--- src/rtl/gate_bist_ctrl.sv ---
// Built-in self-test sequencer for a 2-input gate.
// Walks all four input vectors and compares the gate output with a truth table.
module gate_bist_ctrl #(
    parameter int unsigned SETTLE_CYCLES = 4
) (
    input  logic       clk,
    input  logic       rst_n,
    input  logic       start,
    input  logic       abort,
    input  logic [3:0] exp_tt,
    input  logic       dut_y,
    output logic       drv_a,
    output logic       drv_b,
    output logic [1:0] vec_idx,
    output logic       busy,
    output logic       done,
    output logic       pass,
    output logic [3:0] fail_vec
);

    localparam logic [2:0] IDLE  = 3'd0;
    localparam logic [2:0] APPLY = 3'd1;
    localparam logic [2:0] WAIT  = 3'd2;
    localparam logic [2:0] CHECK = 3'd3;
    localparam logic [2:0] DONE  = 3'd4;

    localparam logic [7:0] SETTLE = 8'(SETTLE_CYCLES);

    logic [2:0] state;
    logic [7:0] cnt;
    logic [3:0] tt_q;
    logic       mism;
    logic [3:0] hit;

    assign mism = (dut_y != tt_q[vec_idx]);
    assign hit  = mism ? (4'b0001 << vec_idx) : 4'b0000;

    assign busy  = (state == APPLY) || (state == WAIT) || (state == CHECK);
    assign done  = (state == DONE);
    // Gate inputs are parked low whenever the sequencer is idle.
    assign drv_a = (state != IDLE) && vec_idx[1];
    assign drv_b = (state != IDLE) && vec_idx[0];

    always_ff @(posedge clk or negedge rst_n) begin
        if (!rst_n) begin
            state    <= IDLE;
            cnt      <= 8'd0;
            tt_q     <= 4'd0;
            vec_idx  <= 2'd0;
            pass     <= 1'b0;
            fail_vec <= 4'd0;
        end else begin
            unique case (state)
                IDLE: begin
                    if (start) begin
                        tt_q     <= exp_tt;
                        fail_vec <= 4'd0;
                        pass     <= 1'b0;
                        vec_idx  <= 2'd0;
                        state    <= APPLY;
                    end
                end
                APPLY: begin
                    if (abort) begin
                        state   <= IDLE;
                        pass    <= 1'b0;
                        vec_idx <= 2'd0;
                    end else begin
                        cnt   <= SETTLE;
                        state <= (SETTLE == 8'd0) ? CHECK : WAIT;
                    end
                end
                WAIT: begin
                    if (abort) begin
                        state   <= IDLE;
                        pass    <= 1'b0;
                        vec_idx <= 2'd0;
                    end else begin
                        if (cnt <= 8'd1) state <= CHECK;
                        if (cnt != 8'd0) cnt <= cnt - 8'd1;
                    end
                end
                CHECK: begin
                    // Abort wins over recording the result of this vector.
                    if (abort) begin
                        state   <= IDLE;
                        pass    <= 1'b0;
                        vec_idx <= 2'd0;
                    end else begin
                        fail_vec <= fail_vec | hit;
                        if (vec_idx == 2'd3) begin
                            pass  <= ((fail_vec | hit) == 4'd0);
                            state <= DONE;
                        end else begin
                            vec_idx <= vec_idx + 2'd1;
                            state   <= APPLY;
                        end
                    end
                end
                DONE: begin
                    state <= IDLE;
                end
                default: begin
                    state <= IDLE;
                end
            endcase
        end
    end

endmodule
--- config.mk ---
export PLATFORM = sky130hd
export DESIGN_NAME = gate_bist_ctrl
export DESIGN_NICKNAME = d
export VERILOG_FILES = /design/src/rtl/gate_bist_ctrl.sv
export SDC_FILE = /design/constraint.sdc
export NUM_CORES = 1
export LEC_CHECK = 0
export ABC_CLOCK_PERIOD_IN_PS = 1460
export CAP_MARGIN = 20
export CORE_UTILIZATION = 45
export DETAILED_ROUTE_END_ITERATION = 10
export GPL_TIMING_DRIVEN = 0
export PLACE_DENSITY = 0.84
export REMOVE_ABC_BUFFERS = 1
export SYNTH_ARGS = -nofsm -noshare
export SYNTH_HDL_FRONTEND = slang
export SYNTH_SLANG_ARGS = --single-unit
--- constraint.sdc ---
create_clock -name clk -period 1.46 [get_ports clk]
set_input_delay 0.292 -clock clk [delete_from_list [all_inputs] [get_ports clk]]
set_output_delay 0.292 -clock clk [all_outputs]
set_load 0.05 [all_outputs]
==> impl_metrics.csv <==
group,metric,value,unit
sta,slew_viol_final,0,
cts,cts_tree,"built",
sta,fin_crit_sh,108.6,%
floorplan,row_count,18,
grt,first_global_vias,1031,
cts,worstSkewPairLatency,320,ps
floorplan,die_w,54.04,um
synth,ys_seq_area_share,45.17,%
synth,yosysUniqueCellTypes,40,
sta,whs,324.3,ps
outcome,status,"complete, but fails checks",
worst_setup_path,start_kind,"flip-flop",
place,port-buffer-count,19,
final_layout,drive_gt1_share,48.05,%
cts,cts_hold_buffers,0,
power_and_ir_drop,power.density,1635,nW/um^2
floorplan,die_y,54.04,um
floorplan,die_area,2920,sq um
sta,min_period,1585,ps
sta,hold_viol,0,
grt,antenna_found_initial,0,
final_layout,antenna_cells,0,
worst_setup_path,timing.rr.start,"state[0]",
grt,grt-ovfl-total,0,
worst_setup_path,cp.required,1170,ps
sta,worst_pin_slew,473.7,ps
power_and_ir_drop,vdd_drop_max,1345,uV
drt,wirelength,3313,um
sta,fin_ws,-125.4,ps
cts,cts_buffer_depth,2,
worst_setup_path,r2r_slack,-100,ps
sta,fin_tns_setup,-1227,ps
drt,routed_via_density,5.989,
synth,synth_seq_cells,22,
sta,fmax,0.6308,GHz
sta,rsz0062_at_grt,"true",
cts,cts_made_buffers,3,
final_layout,layout.nets,170,
power_and_ir_drop,leakagePower,0.7860,nW
worst_setup_path,crit_type,"flip-flop to output port",
grt,grt.busiest_layer,"met2",
drt,wl_per_cell,18.01,um
drt,drc,0,
drt,drtAntennaViolNets,0,
cts,cts_sinks,22,
job,maxCapViolations,0,
worst_hold_path,hold_path_class,"primary input to asynchronous set/reset pin",
worst_setup_path,reg2reg_depth,5,
grt,grt_max_degree,23,
drt,drtIter0Drc,31,
final_layout,fin_util,71.83,%
grt,use_met1,31.91,%
floorplan,ioPinCount,20,
outcome,violations,"negative setup slack",
synth,postSynthCellCount,115,
cts,cts_root_buf,"clkbuf_4",
sta,fin_worst_skew,3.986,ps
sta,relSlewSlack,68.28,%
synth,ys_warn_count,0,
grt,globalRouteTotalUtil,23.67,%
worst_setup_path,r2r_end,"cnt[6]",
grt,use_met2,38.27,%
final_layout,n_fill_cell,156,
final_layout,multi_input_area,788.3,sq um
final_layout,seq_area,558.0,sq um
worst_setup_path,crit_path_end_kind,"output port",
drt,num_vias,1102,
final_layout,post-route-cell-area,1812,sq um
place,place_area,1423,sq um
place,dp_hpwl,1905,um
worst_setup_path,crit_path_max_fanout,8,
synth,avgSynthCellArea,10.60,sq um
floorplan,start_util,48.31,%
grt,met3_usage,3.107,%
cts,cts.clk_slew.worst_paths,120,ps
floorplan,coreArea,2522,sq um
final_layout,syn_to_final_growth,48.67,%
sta,setup_violations,16,
place,place_congestion,0.8568,
drt,drt-pass1-iter-count,4,
worst_setup_path,critical_path_arrival,1290,ps
synth,syn_area,1219,sq um
grt,grt_first_pass_wirelength,4899,um
cts,cts_max_level,1,
per-stage QoR:
stage / power, mW / instances / setup WS (ps)
2_1_floorplan: 1.662 / 111 / -386.4
6_report: 2.962 / 184 / -125.4
4_1_cts: 2.566 / 176 / -131.6
3_3_place_gp: 1.894 / 160 / -485.4
5_1_grt: 3.121 / 184 / -182.9
3_5_place_dp: 1.950 / 160 / -511.1
kinds of logic (layout without fill, tap and decap cells):
family	count (synthesis)	in the layout	share of synthesized area (%)
flops	22	22	45.17
buf+inv	10	49	3.798
xor+xnor	2	2	2.054
fa+ha+maj	6	6	6.160
mux	10	10	9.651
simple gates	46	46	21.25
compound gates	19	19	11.91
worst max-delay path, cell delays in order (launching register included):
cell	delay, ps
dfrtp_2	510
nor3_4	250
nor2_2	60
buf_6	150
timing repair:
action                     in CTS  in global routing
pin swaps                      12                  8
setup buffers                  12                  7
gates resized for setup        71                 26
setup endpoints to repair      30                 26
cell usage in the layout, fill, tap and decap left out, drive strengths merged, types with 2 or more instances in the layout:
cell	synthesis	layout
nand3	5	5
nor3	3	3
or3	2	2
buf	3	24
nand2	7	7
o21ai	2	2
mux2	4	4
nor4b	2	2
nor4	3	3
mux2i	5	5
a22o	3	3
clkbuf	1	6
nand4	2	2
clkdlybuf4s50	0	7
nand3b	3	3
inv	6	6
clkdlybuf4s15	0	5
dfrtp	22	22
nor2	15	15
ha	6	6
a21oi	4	4
synth_stat cells, drive strengths merged:
cell	count	share of area, %
xor2	1	0.72
nor2b	1	0.51
a31oi	1	0.51
a22o	3	2.2
ha	6	6.2
a2111o	1	0.92
inv	6	1.8
a221oi	1	0.72
a32o	1	0.82
o211ai	1	0.62
mux2	4	3.7
nor4	3	1.5
dfrtp	22	45
mux2i	5	4.1
o32ai	1	0.72
o21ai	2	0.82
nor3	3	1.2
clkbuf	1	0.31
a211o	1	0.72
nand4	2	1.0
xnor2	1	1.3
or4	1	0.62
mux4	1	1.8
nand2	7	2.2
o31ai	1	0.62
nor2	15	5.0
nand3	5	2.1
o2bb2ai	1	0.72
nand3b	3	1.8
or2	1	0.51
or3	2	1.0
nor4b	2	3.2
and2	1	0.51
buf	3	1.6
a21oi	4	2.0
a21o	1	0.62
metal layers:
metal  vias to the layer above  wire [um]
met5                         -          0
met2                        42       1690
met4                         0         68
met1                       555       1352
met3                         9        202
li1                        496          -
area by class of cell:
type	instances	area share (%)
clock buffers	4	2.003
inverters	6	1.243
multi-input cells	83	43.51
flip-flops and latches	22	30.80
well taps	30	2.072
repair buffers	39	20.37
power by group:
group / internal [mW] / switching [mW]
combinational: 0.801 / 0.830
sequential: 0.766 / 0.219
clock: 0.153 / 0.192
how the worst max path moves through the flow:
stage	start	to	cells after the start
after floorplan	vec_idx[0]	drv_b	2
final	state[2]	drv_b	3
after detailed placement	abort	cnt[5]	5
after global placement	abort	cnt[5]	5
after CTS	vec_idx[0]	fail_vec[2]	4
after global routing	state[2]	drv_a	3
sequential cells by signal (all words and copies together) (netlist names):
name	cells
vec_idx	2
fail_vec	4
tt_q	4
pass	1
cnt	8
state	3
Note: power is estimated with default switching activity, not from simulation.
